--- src/rtl/imem_word_loader.sv ---
// rtl/imem_word_loader.sv - packs UART loader bytes into 32-bit words and writes them to instruction memory
module imem_word_loader #(
    parameter int          ADDR_W  = 6,
    parameter logic [23:0] IDLE_TO = 24'd12_000_000
) (
    input  logic              clk,
    input  logic              rst,
    input  logic              load_en,
    input  logic [7:0]        byte_i,
    input  logic              byte_wr,
    output logic              imem_we,
    output logic [ADDR_W-1:0] imem_addr,
    output logic [31:0]       imem_wdata,
    output logic [ADDR_W:0]   word_cnt,
    output logic              load_done,
    output logic              overflow,
    output logic              frag_err,
    output logic              busy
);

    typedef enum logic [1:0] {S_IDLE, S_COLLECT, S_COMMIT, S_DONE} state_t;

    localparam logic [ADDR_W:0] FULL_CNT = {1'b1, {ADDR_W{1'b0}}};

    state_t              r_state;
    logic                r_byte_wr_q;
    logic                r_load_en_q;
    logic [1:0]          r_byte_idx;
    logic [23:0]         r_asm;
    logic [23:0]         r_timer;
    logic [ADDR_W-1:0]   r_wr_ptr;
    logic [ADDR_W:0]     r_word_cnt;
    logic                r_imem_we;
    logic [ADDR_W-1:0]   r_imem_addr;
    logic [31:0]         r_imem_wdata;
    logic                r_load_done;
    logic                r_overflow;
    logic                r_frag_err;
    logic                r_busy;

    logic w_byte_edge;
    logic w_full;

    assign w_byte_edge = byte_wr & ~r_byte_wr_q;
    assign w_full      = (r_word_cnt == FULL_CNT);

    always_ff @(posedge clk or posedge rst) begin
        if (rst) begin
            r_state      <= S_IDLE;
            r_byte_wr_q  <= 1'b0;
            r_load_en_q  <= 1'b0;
            r_byte_idx   <= 2'd0;
            r_asm        <= 24'd0;
            r_timer      <= 24'd0;
            r_wr_ptr     <= '0;
            r_word_cnt   <= '0;
            r_imem_we    <= 1'b0;
            r_imem_addr  <= '0;
            r_imem_wdata <= 32'd0;
            r_load_done  <= 1'b0;
            r_overflow   <= 1'b0;
            r_frag_err   <= 1'b0;
            r_busy       <= 1'b0;
        end else begin
            r_byte_wr_q <= byte_wr;
            r_load_en_q <= load_en;
            r_imem_we   <= 1'b0;
            case (r_state)
                S_IDLE: begin
                    if (load_en) begin
                        r_state <= S_COLLECT;
                        r_busy  <= 1'b1;
                    end
                end
                S_COLLECT: begin
                    // load_en dropping wins over a coincident byte edge
                    if (!load_en) begin
                        r_state     <= S_DONE;
                        r_busy      <= 1'b0;
                        r_load_done <= 1'b1;
                        r_frag_err  <= (r_byte_idx != 2'd0);
                        r_byte_idx  <= 2'd0;
                        r_timer     <= 24'd0;
                    end else if (w_byte_edge) begin
                        r_timer <= 24'd0;
                        if (w_full) begin
                            r_overflow <= 1'b1;
                        end else begin
                            case (r_byte_idx)
                                2'd0: r_asm[7:0]   <= byte_i;
                                2'd1: r_asm[15:8]  <= byte_i;
                                2'd2: r_asm[23:16] <= byte_i;
                                default: begin
                                    r_imem_wdata <= {byte_i, r_asm};
                                    r_imem_addr  <= r_wr_ptr;
                                    r_imem_we    <= 1'b1;
                                    r_state      <= S_COMMIT;
                                end
                            endcase
                            r_byte_idx <= r_byte_idx + 2'd1;
                        end
                    end else if (r_timer == IDLE_TO) begin
                        r_state     <= S_DONE;
                        r_busy      <= 1'b0;
                        r_load_done <= 1'b1;
                        r_timer     <= 24'd0;
                    end else if (r_word_cnt != '0 && r_byte_idx == 2'd0) begin
                        r_timer <= r_timer + 24'd1;
                    end
                end
                S_COMMIT: begin
                    r_wr_ptr   <= r_wr_ptr + ADDR_W'(1);
                    r_word_cnt <= r_word_cnt + (ADDR_W+1)'(1);
                    r_state    <= S_COLLECT;
                    // the commit cycle already counts toward the idle timeout
                    if (w_byte_edge) begin
                        r_asm[7:0] <= byte_i;
                        r_byte_idx <= 2'd1;
                        r_timer    <= 24'd0;
                    end else begin
                        r_timer <= 24'd1;
                    end
                end
                S_DONE: begin
                    if (load_en && !r_load_en_q) begin
                        r_state     <= S_COLLECT;
                        r_busy      <= 1'b1;
                        r_wr_ptr    <= '0;
                        r_word_cnt  <= '0;
                        r_byte_idx  <= 2'd0;
                        r_timer     <= 24'd0;
                        r_load_done <= 1'b0;
                        r_overflow  <= 1'b0;
                        r_frag_err  <= 1'b0;
                    end
                end
                default: r_state <= S_IDLE;
            endcase
        end
    end

    assign imem_we    = r_imem_we;
    assign imem_addr  = r_imem_addr;
    assign imem_wdata = r_imem_wdata;
    assign word_cnt   = r_word_cnt;
    assign load_done  = r_load_done;
    assign overflow   = r_overflow;
    assign frag_err   = r_frag_err;
    assign busy       = r_busy;

endmodule
--- config.mk ---
export PLATFORM = sky130hd
export DESIGN_NAME = imem_word_loader
export DESIGN_NICKNAME = d
export VERILOG_FILES = /design/src/rtl/imem_word_loader.sv
export SDC_FILE = /design/constraint.sdc
export NUM_CORES = 1
export LEC_CHECK = 0
export BUFFER_PORTS_ARGS = -buffer_cell sky130_fd_sc_hd__clkbuf_2
export CORE_ASPECT_RATIO = 0.8
export CORE_MARGIN = 2
export CORE_UTILIZATION = 62
export DETAILED_ROUTE_END_ITERATION = 12
export PLACE_DENSITY = 0.9
export SLEW_MARGIN = 20
export SYNTH_ARGS = -nofsm -noshare
export SYNTH_HDL_FRONTEND = slang
export SYNTH_SLANG_ARGS = --single-unit
--- constraint.sdc ---
create_clock -name clk -period 5.7 [get_ports clk]
set_input_delay 0.285 -clock clk [delete_from_list [all_inputs] [get_ports clk]]
set_output_delay 0.285 -clock clk [all_outputs]
set_load 0.01 [all_outputs]
---- Yosys cells after proc, flatten, opt, wreduce, memory -nomap -nowiden ----
Cells that the tools add are included.
cells by class
  add/sub/neg operators ................... 4
  equal/unequal tests ..................... 24
  muxes and demuxes ....................... 53
  bitwise gates (word level) .............. 4
  reductions and logical operators ........ 25
operators by type and width
  cell                                            number
  two-way mux 24 bit                              5
  case mux 24 bit (3 select lines)                1
  two-way mux 8 bit                               5
  AND reduction 5 bit                             7
  adder 24 x 1 -> 24 bit (second input constant)  1
  equality test 24 bit (second input constant)    1
  two-way mux 2 bit                               12
  two-way mux 1 bit                               19
  != test 2 bit (second input constant)           9
  case mux 8 bit (2 select lines)                 1
  case mux 7 bit (2 select lines)                 1
  != test 3 bit (second input constant)           4
  != test 4 bit (second input constant)           3
  case mux 6 bit (2 select lines)                 1
  case mux 2 bit (4 select lines)                 1
  nonzero test 2 bit                              4
  adder 7 x 1 -> 7 bit (second input constant)    1
  equality test 7 bit (second input constant)     1
  two-way mux 7 bit                               1
  nonzero test 7 bit                              1
  adder 6 x 1 -> 6 bit (second input constant)    1
  equality test 2 bit (second input constant)     3
  two-way mux 6 bit                               1
  case mux 1 bit (2 select lines)                 3
  16 further kinds                                23
word-level totals
  register bits ........................... 110
  input port bits ......................... 12
  output and inout port bits .............. 50
  logic and storage cells ................. 127

---- Logic depth before layout (Yosys ltp) ----
Gate-level depths: netlist (run 1).
  word-level depth ........................ 7
  depth in mapped cells ................... 9
  gate-level depth less buffers ........... 8

---- Worst setup path before layout (run 1) ----
OpenSTA, ideal clock, no wires.
  kind .................................... register -> register
  start point ............................. register r_state[1]
  end point ............................... register r_timer[7]
  library setup time ...................... 0.110 ns
  arrival ................................. 2.003 ns
  setup slack ............................. 3.586 ns
  cell stages (with the launch flop) ...... 10
  path buffers ............................ 2
  period minus slack after synthesis ...... 2.114 ns
  path through ............................ dfrtp_1 -> inv_1 -> ha_1 -> clkbuf_1 -> nand2_1 -> a21o_1 -> o31ai_2 -> buf_2 -> o21ai_1 -> o41ai_1
on the way
  longest elaborated chain between the ends .. 3
RTL lines
  element                                                                     RTL line  source
  start: declaration                                                          25        state_t r_state;
  start signal: assignment                                                    49        r_state <= S_IDLE;
  start signal: assignment                                                    71        r_state <= S_COLLECT;
  start signal: assignment                                                    78        r_state <= S_DONE;
  equality test 2 x 1 -> 1 bit / equality test 2 bit (equally long branches)  68        case (r_state)
  != test 5 bit (no line), or another cell as far along                       n/a
  AND reduction 3 bit (no line)                                               n/a
  end signal: assignment                                                      108       r_timer <= r_timer + 24'd1;
  end: declaration                                                            30        logic [23:0] r_timer;
Several ways; a longest one is shown, not always the timed one.
A chain may end at the register's enable or synchronous reset.

---- Worst setup path after layout (run 1) ----
  start point ............................. register r_state[0]
  end point ............................... register r_timer[13]
The elaborated chain is that of the path after synthesis.

==> results of run 1 <==
==> where the power goes <==
| group | switching [mW] | total, mW | internal, mW |
|---|---|---|---|
| combinational | 0.301 | 0.518 | 0.217 |
| clock | 0.295 | 0.467 | 0.173 |
| sequential | 0.0971 | 1.03 | 0.928 |
==> area by class of cell <==
| type | instances | share of cell area (%) |
|---|---|---|
| Tap cell | 108 | 2.402 |
| Inverter | 14 | 0.9784 |
| Timing Repair Buffer | 65 | 6.004 |
| Multi-Input combinational cell | 303 | 38.20 |
| Sequential cell | 110 | 48.92 |
| Clock buffer | 9 | 2.201 |
| Clock inverter | 7 | 1.290 |
==> state kept, by name (all words and copies together) (netlist names), 2 cells and up <==
| register | count |
|---|---|
| r_state | 2 |
| imem_addr | 6 |
| r_byte_idx | 2 |
| r_wr_ptr | 6 |
| word_cnt | 7 |
| r_asm | 24 |
| r_timer | 24 |
| imem_wdata | 32 |
==> cell usage in the layout, fill, tap and decap left out, types with 3 or more instances in the layout <==
| cell type | n |
|---|---|
| ha_1 | 14 |
| dfrtp_1 | 110 |
| nand2b_1 | 3 |
| nand2_1 | 42 |
| xor2_1 | 6 |
| a21oi_1 | 9 |
| nor2_1 | 28 |
| o311ai_1 | 5 |
| and3_1 | 3 |
| clkbuf_2 | 61 |
| a31oi_1 | 7 |
| clkbuf_8 | 9 |
| buf_4 | 3 |
| o41ai_1 | 4 |
| nor4b_1 | 3 |
| inv_1 | 13 |
| and2_1 | 6 |
| o31ai_1 | 8 |
| nand4_1 | 16 |
| or3_1 | 7 |
| mux2_2 | 62 |
| o21ai_0 | 17 |
| nand3_1 | 18 |
| o21ai_1 | 19 |
==> worst max-delay path, cell delays in order (launching register included) <==
cell	delay [ns]
dfrtp_1	0.40
inv_1	0.09
ha_1	0.27
nor3b_1	0.27
and2_1	0.19
o21a_1	0.56
nand3_4	0.30
or4_1	0.53
nand3_1	0.09
==> path summary, 6_finish.rpt <==
path | start | end | slack [ns]
worst min register to register | r_asm[2] | imem_wdata[2] | 0.51
worst min-delay path | byte_wr | r_byte_wr_q | 0.03
min in group asynchronous | rst | r_timer[17] | 0.45
max in group asynchronous | rst | r_wr_ptr[3] | 4.00
worst max-delay path | r_state[0] | r_timer[13] | 2.93
worst max register to register | r_state[0] | r_timer[13] | 2.93
==> routing by layer <==
metal  vias to the layer above  part of all wire [%]  GRT usage [%]  wire [µm]
li1                       1710                     -              -          -
met1                      1817                    44          37.11       4765
met2                       167                    47          40.85       5118
met3                        23                   6.7          4.969        726
met4                         0                   1.5          7.515        166
met5                         -                     0              0          0
==> cell families (layout without fill, tap and decap cells) <==
kind of cell | count (synthesis) | after routing | synth area share (%)
compound gates | 78 | 78 | 9.601
xor+xnor | 6 | 6 | 1.042
fa+ha+maj | 14 | 14 | 3.473
buf+inv | 29 | 95 | 2.803
flops | 110 | 110 | 54.58
mux | 63 | 63 | 14.04
simple gates | 142 | 142 | 14.46
==> impl_results.md, run 1 <==
- Status: completed
- Vias in the first global route: 3617
- DP Worst Slack: 2.997 ns
- DR vias: 3717
- Final-layout fill cell count: 545
- Design area: 0.005627 mm²
- CTS sink cnt: 110
- Worst skew pair latency: 0.39 ns
- CP required: 6.02 ns
- Overall Power: 2.011 mW
- Clk_skew: 0.01033 ns
- Largest net degree at the start of global routing: 75
- Fin Setup TNS: 0 ns
- WHS Path Cells: 1
- Syn Area/Cell: 11.41 µm²
- Normalized max-slew margin: 37.21%
- DRC: 0
- Post-synth top flop: dfrtp_1
- Max_cap viols: 0
- Seq/Total Area, Yosys: 54.58%
- WL/cell: 17.50 µm
- Finished Layout Cells: 616
- #FFs+latches synth: 110
- ANT nets after route: 0
- HPWL after detailed placement: 7499 µm
- Die footprint: 0.008877 mm²
- Top Ports: 62
- Initial antenna violation count: 0
- Critical path endpoint category: flip-flop
- Synth cell count leaders: dfrtp_1 (110), mux2_2 (62), nand2_1 (42), nor2_1 (28), o21ai_1 (19)
- Clock buffer depth: 2
- Placed insts: 599
- CTS tree: built
- Count leader, synth: dfrtp_1
- Final hold vios: 0
- Post-CTS Setup Inserts: 0
- Layout cells sized above 1: 29.33%
- Synth Instances: 442
- Post-CTS Hold Buffers: 1
- Critical path peak fanout: 18
- Peak Freq: 361.1 MHz
- Synth unique cells: 46
- Pwr/cell area: 357.4 mW/mm²
- FF/Latch Area: 0.002753 mm²
- Largest area contributor in the netlist: dfrtp_1
- Resized cells post-CTS: 0
- Post-synth top area share: 54.58%
- Worst hold margin: 0.03147 ns
- Final WL: 10780 µm
- Area growth from synthesis to layout: 11.56%
- Worst VDD drop: 0.0001973 V
- Initial cell density of the core: 63.76%
- Clk slew on worst S/H paths: 0.11 ns
- Total track usage: 25.88%
- Die Wd: 104.8 µm
- Final Worst Setup Slack: 2.930 ns
- Vias per inst: 6.034
- Final worst-path cycle share: 48.59%
- # nets final: 529
- Row cnt: 29
- RSZ-0062 raised after global routing: false
- Worst setup path class: reg -> reg
- H-tree levels: 3
- Die Height: 84.67 µm
- Min-delay worst type: in -> reg
- # port buffers: 61
- YS warnings: 0
- Leakage: 2.729 nW
- Utilization after layout: 71.13%
- Async S/R FF share, synth: 100.0%
- Clock root cell: clkbuf_8
- Worst Path Arrival: 3.09 ns
- Finish-stage setup viols: 0
- Top cells by area, synth: dfrtp_1 (55%), mux2_2 (14%), ha_1 (3.5%)
- Pins Over Slew Limit: 0
- Worst-Margin Slew: 0.9356 ns
- Antenna fix cells: 0
- Drt pass-1 iters: 5
- GP Congestion: 0.9006
- Reg2Reg Depth: 8
- Mapped cell area: 0.005044 mm²
- Initial drt markers: 388
- Min Tclk post-route: 2.770 ns
- EDFF count, synth: 0
- Critical Path Start Type: flip-flop
- First-pass GRT wire length: 18190 µm
- Syn Nets: 468
- CTS buffer count: 9
- Area occupied by multi-input gates: 0.002150 mm²
- Core ar.: 0.007910 mm²
- Post-Place Cell Area: 0.005420 mm²
- Global route overflow: 0
Power figures use the tool's default switching activity.
==> inputs of run 2 (changes only) <==
- ABC_AREA: not set -> 1
- CORE_UTILIZATION: 62 -> 59
- PLACE_DENSITY: 0.9 -> 0.86
- clock period: 5.7 -> 2.66 ns (I/O delays scaled with it)
==> run 2 against run 1 <==
Cell count is 45% higher; worst hold slack worse by 0.019 ns; via count up 31%; combinational power grew to 3.3 times the previous value; critical path depth decreased by 1; sequential power rose by 130%; synthesized area increased by 9.1%; maximum frequency grew 29%; worst setup slack worse by 2.4 ns; flip-flop and latch count unchanged; clock skew rose by 0.0021 ns; non-clock buffer count grew 2; critical path type unchanged; largest power group unchanged.
==> impl_results.md, run 2 <==
- Status: completed
- CP endpoint: r_asm[10]
- Peak Freq: 466.9 MHz
- Worst hold margin: 0.01244 ns
- Synth unique cells: 31
- Initial drt markers: 398
- Post-CTS Hold Buffers: 2
- Initial cell density of the core: 60.60%
- Final hold vios: 0
- Vias per inst: 5.456
- Overall Power: 5.442 mW
- Worst flop-to-flop path endpoint: r_asm[10]
- Resized cells post-CTS: 0
- CTS sink cnt: 110
- Critical path peak fanout: 16
- Die Wd: 112.0 µm
- Die footprint: 0.01012 mm²
- Worst skew pair latency: 0.35 ns
- Worst VDD drop: 0.0007484 V
- CP max stage delay: 0.45 ns
- Critical Path Start Type: flip-flop
- Worst Path Arrival: 2.34 ns
- Top cells by area, synth: dfrtp_1 (50%), nand2_1 (18%), nor2_1 (5.4%)
- First-pass GRT wire length: 21790 µm
- Clk slew on worst S/H paths: 0.07 ns
- Final worst-path cycle share: 80.52%
- DRC: 0
- WL/cell: 14.34 µm
- RSZ-0062 raised after global routing: false
- Fin Setup TNS: 0 ns
- Drt pass-1 iters: 7
- Clock buffer depth: 2
- Worst-Margin Slew: 0.6013 ns
- Post-CTS Setup Inserts: 0
- CTS tree: built
- Critical path endpoint category: flip-flop
- Row cnt: 31
- Largest area contributor in the netlist: dfrtp_1
- #FFs+latches synth: 110
- Top Ports: 62
- Layout cells sized above 1: 13.02%
- Clock root cell: clkbuf_16
- Reg2Reg Depth: 7
- Vias in the first global route: 4566
- Die Height: 90.36 µm
- CTS buffer count: 9
- # port buffers: 61
- Largest register FFs: 32
- Leakage: 3.174 nW
- Reg2Reg Setup Slack: 0.52 ns
- Antenna fix cells: 0
- Mapped cell area: 0.005500 mm²
- CP required: 2.86 ns
- Finish-stage setup viols: 0
- H-tree levels: 3
- CP Depth: 7
- Slowest CP cell: nand3_1
- Post-Place Cell Area: 0.005904 mm²
- Core ar.: 0.009076 mm²
- Global route overflow: 0
- ANT nets after route: 0
- Most frequent cells in the layout: nand2_1 (270), dfrtp_1 (110), nor2_1 (79)
- EDFF count, synth: 0
- Design area: 0.006240 mm²
- GP Congestion: 0.9688
- Initial antenna violation count: 0
- Max_cap viols: 0
- # nets final: 797
- Worst Setup SP: r_state[1]
- Most used cell, CP: nand2_1
- Area growth from synthesis to layout: 13.44%
- Most common cell after layout, fill and taps aside: nand2_1
- DR vias: 4861
- Post-synth top area share: 50.05%
- Syn Area/Cell: 7.736 µm²
- YS warnings: 0
- Min-delay worst type: in -> reg
- Async S/R FF share, synth: 100.0%
- Cell Chain, Critical Path: inv_1 -> ha_1 -> nand2_1 -> nor2_4 -> nand3_1 -> nand2_1 -> o21ai_0
- Min Tclk post-route: 2.142 ns
- Syn Nets: 737
- Synth cell count leaders: nand2_1 (270), dfrtp_1 (110), nor2_1 (79), inv_1 (58)
- Bufs and invs on worst path: 1
- FF-to-FF Start: r_state[1]
- HPWL after detailed placement: 8649 µm
- Final WL: 12770 µm
- Clk_skew: 0.01247 ns
- Pins Over Slew Limit: 0
- Final-layout fill cell count: 697
- Worst setup path class: reg -> reg
- Count leader, synth: nand2_1
- CP top delay family: simple AND/OR/NAND/NOR gates
- Synth Instances: 711
- Total track usage: 26.36%
- Largest net degree at the start of global routing: 111
- Pwr/cell area: 872.2 mW/mm²
- Post-synth top flop: dfrtp_1
- Normalized max-slew margin: 59.80%
- Seq/Total Area, Yosys: 50.05%
-- run 2: cell types whose count changed after synthesis, moves of 9 or more --
cell and delta:
nand2_1 +228, mux2_2 -62, nor2_1 +51, inv_1 +44, o21ai_0 +36, nand3_1 +35
o21ai_1 -19, nand4_1 -9
-- run 2: cell families after synthesis --
kind of cell    count (synthesis)  synth area share [%]
flops                         110                 50.05
compound gates                 72                 6.915
fa+ha+maj                      14                 3.185
simple gates                  427                 32.60
buf+inv                        79                 5.824
xor+xnor                        9                 1.433
-- run 2: final cells by class --
type / instances / area (µm²) / share of cell area, %
sequential: 110 / 2753 / 44.11
clock buffer: 9 / 225.2 / 3.609
clock inverter: 7 / 90.09 / 1.444
tap: 115 / 143.9 / 2.306
timing repair buffer: 67 / 367.9 / 5.895
multi-input combinational: 522 / 2427 / 38.90
inverter: 61 / 232.7 / 3.730
-- run 2: through the flow --
stage | util [%] | instances | worst slack (ns)
detailed placement | 65.05 | 873 | 0.5916
floorplan | - | 711 | 0.9448
CTS | 68.75 | 891 | 0.5198
finish | 68.75 | 891 | 0.5181
global route | 68.75 | 891 | 0.3130
global placement | 65.05 | 873 | 0.7503
-- run 2: how the worst min path moves through the flow --
stage	startpoint	endpoint	cells past startpoint
floorplan	byte_wr	r_byte_wr_q	0
global placement	byte_wr	r_byte_wr_q	1
detailed placement	byte_wr	r_byte_wr_q	1
CTS	load_en	r_load_en_q	1
global route	load_en	r_load_en_q	1
finish	load_en	r_load_en_q	1
-- run 2: power by group --
part / switching, mW / internal, mW / total, mW
clock: 0.655 / 0.752 / 1.41
combinational: 1.17 / 0.541 / 1.71
sequential: 0.269 / 2.05 / 2.32
total: 2.10 / 3.35 / 5.44
-- run 2: worst reg2reg max path, cell delays in order (launching register included) --
cell     delay, ns
dfrtp_1       0.42
inv_1         0.13
ha_1          0.27
nand2_1       0.16
nor2_4        0.22
nand3_1       0.45
nand2_1       0.21
o21ai_0       0.13
-- run 2: layer usage --
layer	vias to the layer above	part of all wire, %	track usage, %
li1	2367	-	-
met2	169	46	40.35
met4	0	1.6	7.419
met5	-	0	0
met3	21	5.9	5.034
met1	2304	47	38.78
==> inputs of run 3 (changes only) <==
- CORE_UTILIZATION: 59 -> 53
- PLACE_DENSITY: 0.86 -> 0.82
- clock period: 2.66 -> 1.8 ns (I/O delays scaled with it)
==> run 3 against run 2 <==
The flow now finishes with violations (setup timing); worst hold slack improved by 0.021 ns; power rose by 66%; largest power group is now combinational cells; register-to-register slack worse by 0.56 ns.
==> impl_results.md, run 3 (synthesis gave the netlist of run 2 again) <==
- Area growth from synthesis to layout: 25.61%
- Finish-stage setup viols: 1
- HPWL after detailed placement: 9107 µm
- DR vias: 5172
- Reg2Reg Setup Slack: -0.04 ns
- Initial antenna violation count: 0
- Normalized max-slew margin: 64.03%
- Clk_skew: 0.01083 ns
- Initial cell density of the core: 54.15%
- Total track usage: 24.41%
- Critical path endpoint category: flip-flop
- Final WL: 14490 µm
- Worst VDD drop: 0.0008392 V
- Final-layout fill cell count: 779
- Reg2Reg Depth: 9
- Overall Power: 9.057 mW
- Critical path peak fanout: 5
- Violated checks: setup timing
- DP Worst Slack: -0.1314 ns
- First-pass GRT wire length: 21850 µm
- CTS tree: built
- CP required: 2.06 ns
- Worst Setup SP: r_timer[0]
- Final Worst Setup Slack: -0.03926 ns
- Worst skew pair latency: 0.36 ns
- Antenna fix cells: 0
- Global route overflow: 0
- Min Tclk post-route: 1.839 ns
- GP Congestion: 0.9304
- Vias per inst: 5.382
- Layout cells sized above 1: 22.66%
- Cell Chain, Critical Path: buf_4 -> ha_2 -> nand2_1 -> nor3_4 -> nand4_1 -> nand3_1 -> nor2_1 -> nand3_1 -> nand2_1
- Final worst-path cycle share: 102.2%
- Leakage: 3.444 nW
- Worst Path Arrival: 2.10 ns
- Core ar.: 0.01016 mm²
- Worst flop-to-flop path endpoint: r_timer[14]
- Pwr/cell area: 1311 mW/mm²
- Die footprint: 0.01121 mm²
- Largest net degree at the start of global routing: 56
- Worst hold endpoint: imem_wdata[27]
- Die Height: 95.12 µm
- # nets final: 843
- # port buffers: 61
- Top Ports: 62
- Largest register FFs: 32
- Drt pass-1 iters: 6
- ANT nets after route: 0
- FF-to-FF Start: r_timer[0]
- Clock buffer depth: 2
- Most common cell after layout, fill and taps aside: nand2_1
- Most frequent cells in the layout: nand2_1 (265), dfrtp_1 (108), nor2_1 (72)
- Worst-Margin Slew: 0.5384 ns
- CP top delay family: simple AND/OR/NAND/NOR gates
- Status: finished with violations
- Critical Path Start Type: flip-flop
- CP max stage delay: 0.42 ns
- Pins Over Slew Limit: 0
- WL/cell: 15.08 µm
- CTS buffer count: 9
- Worst setup path class: reg -> reg
- Max_cap viols: 0
- Row cnt: 33
- Initial drt markers: 470
- DRC: 0
- CTS sink cnt: 110
- Min-delay worst type: in -> reg
- Peak Freq: 543.7 MHz
- Final hold vios: 0
- WHS Path Cells: 3
- Hold path startpoint: byte_i[3]
- Bufs and invs on worst path: 1
- Fin Setup TNS: -0.03926 ns
- Vias in the first global route: 4672
- Clk slew on worst S/H paths: 0.08 ns
- Placed insts: 918
- RSZ-0062 raised after global routing: true
- Die Wd: 117.9 µm
- Slowest CP cell: dfrtp_1
- Finished Layout Cells: 961
- H-tree levels: 3
- Clock root cell: clkbuf_16
## run 3: cell count changes in the layout (fill, tap and decap cells not counted), moves of 4 or more
cell and change:
nand2_2 +4, buf_4 +33, ha_4 +4, buf_12 +4, inv_2 +7, nand2_1 -5
inv_1 -9, nor2_2 +5, nand3_2 +9, nand3_1 -10, ha_1 -5, nor2_1 -7
## run 3: per-layer routing
layer  track usage [%]  wire [µm]  vias up
met5                 0          0        -
met4             7.631        393        0
met3             5.024       1199       43
met2             41.13       6956      249
met1             32.22       5944     2416
li1                  -          -     2464
## run 3: worst reg2reg max path: stages (launching register included)
cell     delay (ns)
dfrtp_1        0.42
buf_4          0.15
ha_2           0.22
nand2_1        0.11
nor3_4         0.32
nand4_1        0.17
nand3_1        0.15
nor2_1         0.08
nand3_1        0.08
nand2_1        0.05
## run 3: final cells by class
class | instances | area (µm²) | area share, %
inverter | 61 | 239.0 | 3.459
multi-input combinational | 525 | 2668 | 38.61
tap | 140 | 175.2 | 2.535
sequential | 110 | 2755 | 39.88
clock buffer | 9 | 225.2 | 3.260
clock inverter | 6 | 57.56 | 0.8330
timing repair buffer | 110 | 789.5 | 11.43
## run 3: what timing repair did
| item | 4_1_cts | 5_1_grt |
|---|---|---|
| hold buffers | 3 | 0 |
| endpoints found under the hold margin | 24 | 0 |
| endpoints found under the setup margin | 64 | 91 |
| buffers inserted | 3 | 16 |
| cloned | 0 | 6 |
| gates resized for setup | 7 | 54 |
| pin swaps | 2 | 10 |
## run 3: how the worst max path moves through the flow
stage                     depth (start not counted)     endpoint  slack (ns)
after detailed placement                         11   r_timer[1]       -0.13
after floorplan                                   9  r_timer[10]        0.08
final                                             9  r_timer[14]       -0.04
after CTS                                         8     r_asm[4]       0.005
after global placement                           11   r_timer[1]       -0.09
after global routing                              9  r_timer[14]       -0.11
## run 3: report_power, final
group	switching [mW]	leakage [nW]	internal [mW]	total, mW
logic	2.22	1.83	1.46	3.68
clock network	0.984	0.137	0.962	1.95
registers	0.394	1.48	3.03	3.43
## run 3: per-stage QoR
| step | instance area (µm²) | utilization [%] | hold WS [ns] |
|---|---|---|---|
| finish | 6909 | 68.02 | 0.03376 |
| global route | 6909 | 68.02 | 0.05624 |
| CTS | 6481 | 63.81 | 0.04098 |
| detailed placement | 6111 | 60.16 | 0.1580 |
| global placement | 6111 | 60.16 | 0.1530 |
| floorplan | 5504 | - | 0.1214 |
